**src/rtl/tank_pkg.sv**
```systemverilog
// Shared tank-game definitions: bullet record layout, player ids and bullet-pool FSM states.
package tank_pkg;

  localparam int ACTIVE_BIT = 28;
  localparam int X_MSB      = 27;
  localparam int X_LSB      = 18;
  localparam int Y_MSB      = 17;
  localparam int Y_LSB      = 8;
  localparam int DIR_MSB    = 7;
  localparam int DIR_LSB    = 6;
  localparam int OWNER_BIT  = 5;

  typedef enum logic {P1 = 1'b0, P2 = 1'b1} player_e;

  typedef enum logic [1:0] {
    CLEAR = 2'd0,
    HALT  = 2'd1,
    RUN   = 2'd2
  } pool_state_e;

  // Field order mirrors the bit offsets above; unused bits stay zero.
  typedef struct packed {
    logic [2:0] rsvd_hi;
    logic       active;
    logic [9:0] x;
    logic [9:0] y;
    logic [1:0] dir;
    logic       owner;
    logic [4:0] rsvd_lo;
  } bullet_rec_t;

endpackage

```
**src/rtl/slot_prio_enc.sv**
```systemverilog
// Lowest-index set bit finder over the free-slot mask, plus an any-free flag.
module slot_prio_enc #(
  parameter int N = 16,
  parameter int W = $clog2(N)
) (
  input  logic [N-1:0] free_mask,
  output logic [W-1:0] idx,
  output logic         any_free
);

  always_comb begin
    idx      = '0;
    any_free = |free_mask;
    // Scan downward so the lowest free index is the last one written.
    for (int i = N - 1; i >= 0; i--) begin
      if (free_mask[i]) idx = W'(i);
    end
  end

endmodule

```
**src/rtl/bullet_pool_arbiter.sv**
```systemverilog
// Shared bullet-slot pool: arbitrates player fire requests, tracks occupancy and drives the bullet RAM port.
// state | meaning
// CLEAR | zero-write sweep over every slot, pool state held empty
// HALT  | game off, pool idle and empty
// RUN   | grants, frees and cooldowns active
module bullet_pool_arbiter
  import tank_pkg::*;
#(
  parameter  int MAX_BULLETS = 8,
  parameter  int COOLDOWN    = 4,
  localparam int NUM_SLOTS   = 2 * MAX_BULLETS,
  localparam int SLOT_W      = $clog2(NUM_SLOTS),
  localparam int CNT_W       = $clog2(MAX_BULLETS + 1)
) (
  input  logic                 clk,
  input  logic                 reset,
  input  logic                 game_on,
  input  logic                 frame_tick,
  input  logic [1:0]           fire_req,
  input  logic [1:0][9:0]      spawn_x,
  input  logic [1:0][9:0]      spawn_y,
  input  logic [1:0][1:0]      spawn_dir,
  input  logic                 free_valid,
  input  logic [SLOT_W-1:0]    free_slot,
  output logic [1:0]           fire_grant,
  output logic                 wr_valid,
  output logic [SLOT_W-1:0]    wr_slot,
  output logic [31:0]          wr_data,
  output logic [NUM_SLOTS-1:0] slot_busy,
  output logic [CNT_W-1:0]     count_p1,
  output logic [CNT_W-1:0]     count_p2
);

  localparam int CD_W = $clog2(COOLDOWN + 1);

  pool_state_e            state_q, state_d;
  logic [SLOT_W-1:0]      clr_idx_q;
  logic [NUM_SLOTS-1:0]   busy_q, busy_d, owner_q, owner_d;
  logic [1:0][CNT_W-1:0]  count_q, count_d;
  logic [1:0][CD_W-1:0]   cd_q, cd_d;
  player_e                rr_q;
  logic                   pend_valid_q, pend_valid_d;
  logic [SLOT_W-1:0]      pend_slot_q, pend_slot_d;
  logic                   wr_valid_d;
  logic [SLOT_W-1:0]      wr_slot_d;
  bullet_rec_t            wr_rec_q, wr_rec_d;
  logic [1:0]             grant_d;

  logic [SLOT_W-1:0]      free_idx;
  logic                   any_free;
  logic                   run;
  logic [1:0]             elig;
  logic                   grant_any;
  player_e                gnt_p;
  logic                   free_ok;

  slot_prio_enc #(.N(NUM_SLOTS), .W(SLOT_W)) u_prio (
    .free_mask (~busy_q),
    .idx       (free_idx),
    .any_free  (any_free)
  );

  always_comb begin
    run = (state_q == RUN) && game_on;
    for (int p = 0; p < 2; p++) begin
      // A pending deferred free owns the write port this cycle, so grants stall.
      elig[p] = run && !pend_valid_q && fire_req[p] && (cd_q[p] == '0) &&
                (count_q[p] < CNT_W'(MAX_BULLETS)) && any_free;
    end
    grant_any = |elig;
    gnt_p     = rr_q;
    if (elig == 2'b01)      gnt_p = P1;
    else if (elig == 2'b10) gnt_p = P2;
    free_ok = run && free_valid && busy_q[free_slot];
    grant_d = grant_any ? ((gnt_p == P1) ? 2'b01 : 2'b10) : 2'b00;
  end

  always_comb begin
    state_d = state_q;
    unique case (state_q)
      CLEAR:   if (clr_idx_q == SLOT_W'(NUM_SLOTS - 1)) state_d = game_on ? RUN : HALT;
      HALT:    if (game_on) state_d = RUN;
      RUN:     if (!game_on) state_d = CLEAR;
      default: state_d = CLEAR;
    endcase
  end

  always_comb begin
    wr_valid_d   = 1'b0;
    wr_slot_d    = '0;
    wr_rec_d     = '0;
    pend_valid_d = 1'b0;
    pend_slot_d  = pend_slot_q;
    if (state_q == CLEAR) begin
      wr_valid_d = 1'b1;
      wr_slot_d  = clr_idx_q;
    end else if (run) begin
      if (grant_any) begin
        wr_valid_d      = 1'b1;
        wr_slot_d       = free_idx;
        wr_rec_d.active = 1'b1;
        wr_rec_d.x      = spawn_x[gnt_p];
        wr_rec_d.y      = spawn_y[gnt_p];
        wr_rec_d.dir    = spawn_dir[gnt_p];
        wr_rec_d.owner  = gnt_p;
        if (free_ok) begin
          pend_valid_d = 1'b1;
          pend_slot_d  = free_slot;
        end
      end else if (pend_valid_q) begin
        wr_valid_d = 1'b1;
        wr_slot_d  = pend_slot_q;
        if (free_ok) begin
          pend_valid_d = 1'b1;
          pend_slot_d  = free_slot;
        end
      end else if (free_ok) begin
        wr_valid_d = 1'b1;
        wr_slot_d  = free_slot;
      end
    end
  end

  always_comb begin
    busy_d  = busy_q;
    owner_d = owner_q;
    count_d = count_q;
    cd_d    = cd_q;
    if (state_q != RUN) begin
      busy_d  = '0;
      count_d = '0;
      cd_d    = '0;
    end else if (run) begin
      for (int p = 0; p < 2; p++) begin
        if (frame_tick && (cd_q[p] != '0)) cd_d[p] = cd_q[p] - CD_W'(1);
      end
      if (free_ok) begin
        busy_d[free_slot] = 1'b0;
        count_d[owner_q[free_slot]] = count_d[owner_q[free_slot]] - CNT_W'(1);
      end
      // Grant is applied last so its cooldown load overrides a same-cycle tick.
      if (grant_any) begin
        busy_d[free_idx]  = 1'b1;
        owner_d[free_idx] = gnt_p;
        count_d[gnt_p]    = count_d[gnt_p] + CNT_W'(1);
        cd_d[gnt_p]       = CD_W'(COOLDOWN);
      end
    end
  end

  always_ff @(posedge clk or negedge reset) begin
    if (!reset) begin
      state_q      <= CLEAR;
      clr_idx_q    <= '0;
      busy_q       <= '0;
      owner_q      <= '0;
      count_q      <= '0;
      cd_q         <= '0;
      rr_q         <= P1;
      pend_valid_q <= 1'b0;
      pend_slot_q  <= '0;
      wr_valid     <= 1'b0;
      wr_slot      <= '0;
      wr_rec_q     <= '0;
      fire_grant   <= 2'b00;
    end else begin
      state_q      <= state_d;
      clr_idx_q    <= ((state_q == CLEAR) && (clr_idx_q != SLOT_W'(NUM_SLOTS - 1))) ?
                      clr_idx_q + SLOT_W'(1) : '0;
      busy_q       <= busy_d;
      owner_q      <= owner_d;
      count_q      <= count_d;
      cd_q         <= cd_d;
      if (elig == 2'b11) rr_q <= (rr_q == P1) ? P2 : P1;
      pend_valid_q <= pend_valid_d;
      pend_slot_q  <= pend_slot_d;
      wr_valid     <= wr_valid_d;
      wr_slot      <= wr_slot_d;
      wr_rec_q     <= wr_rec_d;
      fire_grant   <= grant_d;
    end
  end

  assign wr_data   = wr_rec_q;
  assign slot_busy = busy_q;
  assign count_p1  = count_q[0];
  assign count_p2  = count_q[1];

  count_bound_a: assert property (@(posedge clk) disable iff (!reset)
    (count_q[0] <= CNT_W'(MAX_BULLETS)) && (count_q[1] <= CNT_W'(MAX_BULLETS)));

  count_underflow_a: assert property (@(posedge clk) disable iff (!reset)
    free_ok |-> (count_q[owner_q[free_slot]] != '0));

endmodule
```
**config.mk**
```make
export PLATFORM = sky130hd
export DESIGN_NAME = bullet_pool_arbiter
export DESIGN_NICKNAME = d
export VERILOG_FILES = /design/src/rtl/tank_pkg.sv /design/src/rtl/slot_prio_enc.sv /design/src/rtl/bullet_pool_arbiter.sv
export SDC_FILE = /design/constraint.sdc
export NUM_CORES = 1
export LEC_CHECK = 0
export ABC_AREA = 1
export BUFFER_PORTS_ARGS = -buffer_cell sky130_fd_sc_hd__buf_2
export CORE_ASPECT_RATIO = 0.9
export CORE_MARGIN = 2
export CORE_UTILIZATION = 30
export CTS_BUF_LIST = sky130_fd_sc_hd__clkbuf_2
export DETAILED_ROUTE_END_ITERATION = 12
export PLACE_DENSITY = 0.59
export REMOVE_ABC_BUFFERS = 1
export SYNTH_ARGS = -nofsm -noshare
export SYNTH_HDL_FRONTEND = slang
export SYNTH_SLANG_ARGS = --single-unit
```
**constraint.sdc**
```tcl
create_clock -name clk -period 6.9 [get_ports clk]
set_clock_uncertainty 0.05 [all_clocks]
set_input_delay 0.345 -clock clk [delete_from_list [all_inputs] [get_ports clk]]
set_output_delay 0.345 -clock clk [all_outputs]
set_load 0.02 [all_outputs]
```
==> results_dict.tcl, run 1 <==
set metrics [dict create \
    outcome "finished clean" \
    synthCells 635 \
    cts_resized 0 \
    wl_mm 15.23 \
    via_per_inst 4.853 \
    synth_warnings 0 \
    critPathLaunchType "flop" \
    final-instance-count-excl-fill 998 \
    cp-end-kind "flop" \
    regToRegStartpoint "state_q[1]" \
    drtPass1Iterations 5 \
    fin_area_um2 6210 \
    cts_tree "built" \
    nNetsFinal 850 \
    clk_pin_slew_worst_paths_ns 0.21 \
    p_leak_nw 3.344 \
    grt_use_total_pct 17.65 \
    dp.cells 937 \
    hold_start "frame_tick" \
    num_vias 4843 \
    antenna_found_initial 1 \
    ant_nets 0 \
    crit_arrival_ns 3.75 \
    ioPinCount 118 \
    initial_core_util_pct 30.74 \
    max_freq_mhz 307.7 \
    netlist_area_um2 4975 \
    grt_pass1_vias 4796 \
    syn_to_final_growth_pct 24.82 \
    dp_hpwl_mm 10.53 \
    htreeDepth 3 \
    synthFlopType "dfrtp_1" \
    wl_per_cell_um 15.26 \
    fin_tns_setup_ns 0 \
    p_per_area_nw_per_um2 176.4 \
    die_w_um 139.7 \
    die_height_um 126.2 \
    num_rows 44 \
    ys_types 45 \
    hold_path.class "input port to flop" \
    fin_crit_ns 3.250 \
    postPlaceCellArea_um2 5668 \
    gp_congestion 0.9356 \
    seq_area_frac_synth_pct 44.77 \
    ctsLongestPathBuffers 2 \
    peakVddDrop_uv 81.10 \
    tightest_slew_ns 0.7915 \
    root_buffer "clkbuf_2" \
    worstPathMaxFanout 28 \
    final_layout_size_suffix_gt1_share_pct 20.76 \
    drc_errors 0 \
    drt_iter0_markers 425 \
    ys_ff_latch 89 \
    place.port_buffers 109 \
    grt_pass1_wl_mm 24.78 \
    fillers 1692 \
    grt_start_max_net_pins 64 \
    slew_violations 0 \
    clk-insertion-delay-late_ns 0.61 \
    dp_slack_ns 3.866 \
    critPathKind "flop to flop" \
    cp.required_ns 7.40 \
    core_um2 16190 \
    async_flop_share_pct 100.0 \
    power_mw 1.096 \
    slew_headroom_pct 47.24 \
    syn_area_per_cell_um2 7.834 \
    cap_violations 0 \
    setup_viol 0 \
    rsz0062_at_grt "no" \
    overflow 0 \
    final-hold-violation-count 0 \
    layout_setup_ws_ns 3.650 \
    cts_inserted_buffers 9 \
    cp-startpoint "state_q[1]" \
    cts_num_sinks 89 \
    synth_edf_count 0 \
    post-cts-setup-buffers 0 \
    dieArea_um2 17630 \
    min_period_over_period_pct 47.10 \
]
metrics by stage:
stage               hold slack (ns)  util, %
CTS                         0.02298    38.35
global route                0.02820    38.37
finish                      0.06030    38.37
global placement             0.2246    35.02
detailed placement           0.2262    35.02
floorplan                -0.0005911        -
cells by family (layout without fill, tap and decap cells):
family / after synthesis / in the layout / share of synthesized area [%]
compound gates: 85 / 85 / 11.44
fa+ha+maj: 7 / 7 / 1.760
simple gates: 362 / 362 / 32.97
other cells: 1 / 9 / 0.07538
xor+xnor: 6 / 6 / 1.056
buf+inv: 84 / 232 / 7.696
flops: 89 / 89 / 44.77
mux: 1 / 1 / 0.2263
cells in the final DEF (no fill, tap or decap), types with 2 or more instances in the layout:
master,synthesis,routed
nand2_1,229,229
buf_2,4,108
dfrtp_1,89,89
nand3_1,60,60
inv_1,49,49
dlygate4sd3_1,0,47
nor2_1,23,23
o21ai_0,22,22
a22o_1,22,22
nand4_1,19,19
o21ai_1,14,14
inv_2,11,11
clkbuf_2,0,9
a21oi_1,8,8
conb_1,1,8
nor2_2,7,7
ha_1,7,7
nand2_2,6,6
nand2_4,4,4
nor2_4,4,4
xor2_1,4,4
o22ai_1,4,4
nor3_1,3,3
nor2_8,2,2
xnor2_1,2,2
o211ai_1,2,2
a31oi_1,2,2
nor3_2,2,2
o221ai_1,2,2
clkinv_1,1,2
clkinvlp_4,0,2
buf_4,14,2
cells in the mapped netlist (all sizes together) (2+ instances only):
cell type	number	share of area (%)
nand4	19	2.4
xor2	4	0.70
nor2	36	4.3
dfrtp	89	45
a21oi	8	0.80
o22ai	4	0.50
a22o	22	3.9
ha	7	1.8
nand3	61	6.2
nor4	2	0.38
inv	61	4.7
clkbuf	3	0.23
nor3	5	0.70
xnor2	2	0.35
nand2	239	19
o211ai	2	0.30
a31oi	2	0.25
buf	19	2.7
o21ai	37	3.8
o221ai	2	0.35
routing by layer:
metal  vias up  global-route usage, %  wire length [um]
met1      2232                  23.70              7034
met5         -                      0                 0
met4         0                  4.000               178
met2       209                  28.46              6771
li1       2386                      -                 -
met3        16                  4.981              1242
flip-flops by register name (all words and copies together) (netlist names):
signal and flops:
wr_slot 4, owner_q 16, pend_valid_q 1, count_p1 4
state_q 2, clr_idx_q 4, pend_slot_q 4, wr_data 24
slot_busy 16, cd_q 6, wr_valid 1, count_p2 4
fire_grant 2, rr_q 1
power breakdown:
| part | leakage (nW) | switching (mW) | internal [mW] |
|---|---|---|---|
| registers | 1.22 | 0.0251 | 0.564 |
| logic | 2.08 | 0.190 | 0.101 |
| clock network | 0.0432 | 0.176 | 0.0394 |
| total | 3.34 | 0.391 | 0.705 |
final timing paths:
check,end,slack (ns),depth (start not counted)
setup reg to reg,wr_data[16],3.65,12
max in group asynchronous,pend_slot_q[2],5.60,3
min in group asynchronous,wr_data[7],0.10,2
hold reg to reg,clr_idx_q[0],0.45,1
hold / removal,cd_q[4],0.06,4
setup / recovery,wr_data[16],3.65,12
cell type report:
class | instances | area (um2) | area share (%)
diodes | 1 | 2.502 | 0.04030
clock buffers | 9 | 45.04 | 0.7254
clock inverters | 4 | 23.77 | 0.3828
inverters | 62 | 235.2 | 3.788
multi-input cells | 469 | 2391 | 38.50
flip-flops and latches | 89 | 2227 | 35.87
well taps | 207 | 259.0 | 4.171
repair buffers | 157 | 1026 | 16.52
worst max-delay path, stage by stage (launching register included):
cell and delay [ns]:
dfrtp_1 0.44, inv_1 0.09, nor2_4 0.37, nand2_4 0.16, nor2_4 0.16, nand4_1 0.13
inv_2 0.12, o21bai_4 0.07, nand2_4 0.23, nand2_2 0.17, inv_2 0.42, a22o_1 0.21
dlygate4sd3_1 0.57
repair_timing:
action	in CTS	in global routing
setup endpoints to repair	0	0
endpoints found under the hold margin	50	0
hold buffers	47	0
(Power assumes the default switching activity.)
==> run 2, diff against run 1 <==
clock period = 3 ns   (was 6.9 ns; I/O delays follow)
==> run 2 against run 1 <==
Critical path depth is 1 higher. Register-to-register slack lost 3.3 ns. Core utilization up 1.3 points. Sequential cell count unchanged. Critical path type unchanged. Routed wire length rose by 3.1%. Design area grew 3.3%. Worst setup slack worse by 3.3 ns. Die area is the same. Largest power group unchanged. Fmax rose by 22%.
==> results_dict.tcl, run 2 (synthesis results as in run 1) <==
set metrics [dict create \
    outcome "finished clean" \
    largest_reg_flops 24 \
    syn_to_final_growth_pct 28.92 \
    slew_headroom_pct 65.60 \
    overflow 0 \
    crit_arrival_ns 3.12 \
    drc_errors 0 \
    rsz0062_at_grt "no" \
    fillers 1659 \
    critPathKind "flop to flop" \
    ioPinCount 118 \
    slew_violations 0 \
    layout_setup_ws_ns 0.3379 \
    place.port_buffers 109 \
    hold_path.class "input port to flop" \
    path_cells "inv_1 -> ha_1 -> inv_1 -> nor2_1 -> inv_1 -> nor4_2 -> nand3_1 -> nand2_4 -> nand2_2 -> inv_2 -> a21oi_1 -> o21ai_1 -> o21ai_0" \
    peakVddDrop_uv 303.9 \
    post-cts-setup-buffers 0 \
    final-instance-count-excl-fill 1016 \
    nNetsFinal 866 \
    antenna_found_initial 0 \
    fin_crit_ns 2.662 \
    grt_start_max_net_pins 51 \
    worstPathMaxFanout 28 \
    ant_nets 0 \
    p_leak_nw 3.397 \
    max_freq_mhz 375.6 \
    grt_use_total_pct 18.09 \
    final_layout_size_suffix_gt1_share_pct 22.13 \
    core_um2 16190 \
    drt_iter0_markers 334 \
    via_per_inst 4.807 \
    diodes 0 \
    grt_pass1_vias 4699 \
    cts_tree "built" \
    setup_viol 0 \
    final-hold-violation-count 0 \
    tightest_slew_ns 0.5120 \
    cts_resized 0 \
    clk_pin_slew_worst_paths_ns 0.23 \
    drtPass1Iterations 5 \
    cts_inserted_buffers 9 \
    fin_tns_setup_ns 0 \
    cp.required_ns 3.46 \
    cap_violations 0 \
    grt_pass1_wl_mm 25.18 \
    p_per_area_nw_per_um2 418.7 \
    critPathLaunchType "flop" \
    critPathMaxStageDelay_ns 0.44 \
    cts_num_sinks 89 \
    ctsLongestPathBuffers 2 \
    multi_input_area_um2 2391 \
    min_period_over_period_pct 88.74 \
    dp.cells 947 \
    root_buffer "clkbuf_2" \
    dp_hpwl_mm 11.05 \
    critPathSlowestCell "dfrtp_1" \
    dp_slack_ns 0.2677 \
    num_vias 4884 \
    cp-end-kind "flop" \
    mostFrequentLayoutCell "nand2_1" \
    clk-insertion-delay-late_ns 0.63 \
    final_cell_mix "nand2_1 (229), buf_2 (108), dfrtp_1 (89)" \
    cpMostUsedCell "inv_1" \
    htreeDepth 3 \
    die_w_um 139.7 \
    dieArea_um2 17630 \
    gp_congestion 0.9029 \
    power_mw 2.686 \
    wl_mm 15.70 \
    regArea_um2 2227 \
    wl_per_cell_um 15.45 \
    initial_core_util_pct 30.74 \
    num_rows 44 \
    die_height_um 126.2 \
]
[run 2: cell count changes in the layout (fill, tap and decap cells not counted)]
| cell | previous run | this run |
|---|---|---|
| clkbuf_2 | 9 | 10 |
| clkinv_4 | 0 | 1 |
| buf_4 | 2 | 11 |
| bufinv_16 | 0 | 1 |
| buf_12 | 0 | 2 |
| inv_6 | 0 | 1 |
| diode_2 | 1 | 0 |
| clkinv_1 | 2 | 1 |
| dlygate4sd3_1 | 47 | 52 |
[run 2: final timing paths]
check                                   from      endpoint  slack, ns  depth (start not counted)
worst max-delay path                 cd_q[0]   count_p1[0]       0.34                         13
worst min-delay path              free_valid  pend_valid_q       0.06                          5
worst max register to register       cd_q[0]   count_p1[0]       0.34                         13
worst min register to register  clr_idx_q[0]  clr_idx_q[0]       0.46                          1
max in group asynchronous              reset  pend_valid_q       2.10                          4
min in group asynchronous              reset   wr_data[12]       0.49                          4
[run 2: routing by layer]
layer / vias to the layer above / part of all wire (%) / global-route usage [%] / wire length (um)
met5: - / 0 / 0 / 0
met1: 2250 / 47 / 24.93 / 7342
met2: 198 / 45 / 28.32 / 7001
met3: 17 / 7.3 / 4.449 / 1149
li1: 2419 / - / - / -
met4: 0 / 1.3 / 5.235 / 206
[run 2: cell type report]
class	count	share of cell area, %
multi-input combinational	469	37.28
sequential	89	34.73
timing repair buffer	173	18.46
tap	207	4.038
inverter	62	3.668
clock inverter	6	1.053
clock buffer	10	0.7803
[run 2: worst max-delay path: cells and delay by family, from the launching register on]
kind	cells	cell delay [ns]
DFF	1	0.44
AOI/OAI and AO/OA	3	0.32
adders and majority gates	1	0.15
and+or+nand+nor	5	0.99
buffers and inverters	4	0.63
[run 2: power breakdown]
group	internal [mW]	total, mW	switching, mW
Clock	0.198	0.644	0.446
Sequential	1.30	1.35	0.0532
Combinational	0.247	0.691	0.443
Total	1.74	2.69	0.943
[run 2: through the flow]
stage	area, um2	hold slack, ns	util, %
2_1_floorplan	4853	-0.1956	-
3_3_place_gp	5756	0.1139	35.56
3_5_place_dp	5756	0.1132	35.56
4_1_cts	6414	0.01512	39.63
5_1_grt	6414	0.02745	39.63
6_report	6414	0.06478	39.63
[run 2: what timing repair did]
| item | CTS | global route |
|---|---|---|
| endpoints found under the hold margin | 138 | 0 |
| endpoints found under the setup margin | 0 | 0 |
| hold buffers | 53 | 0 |
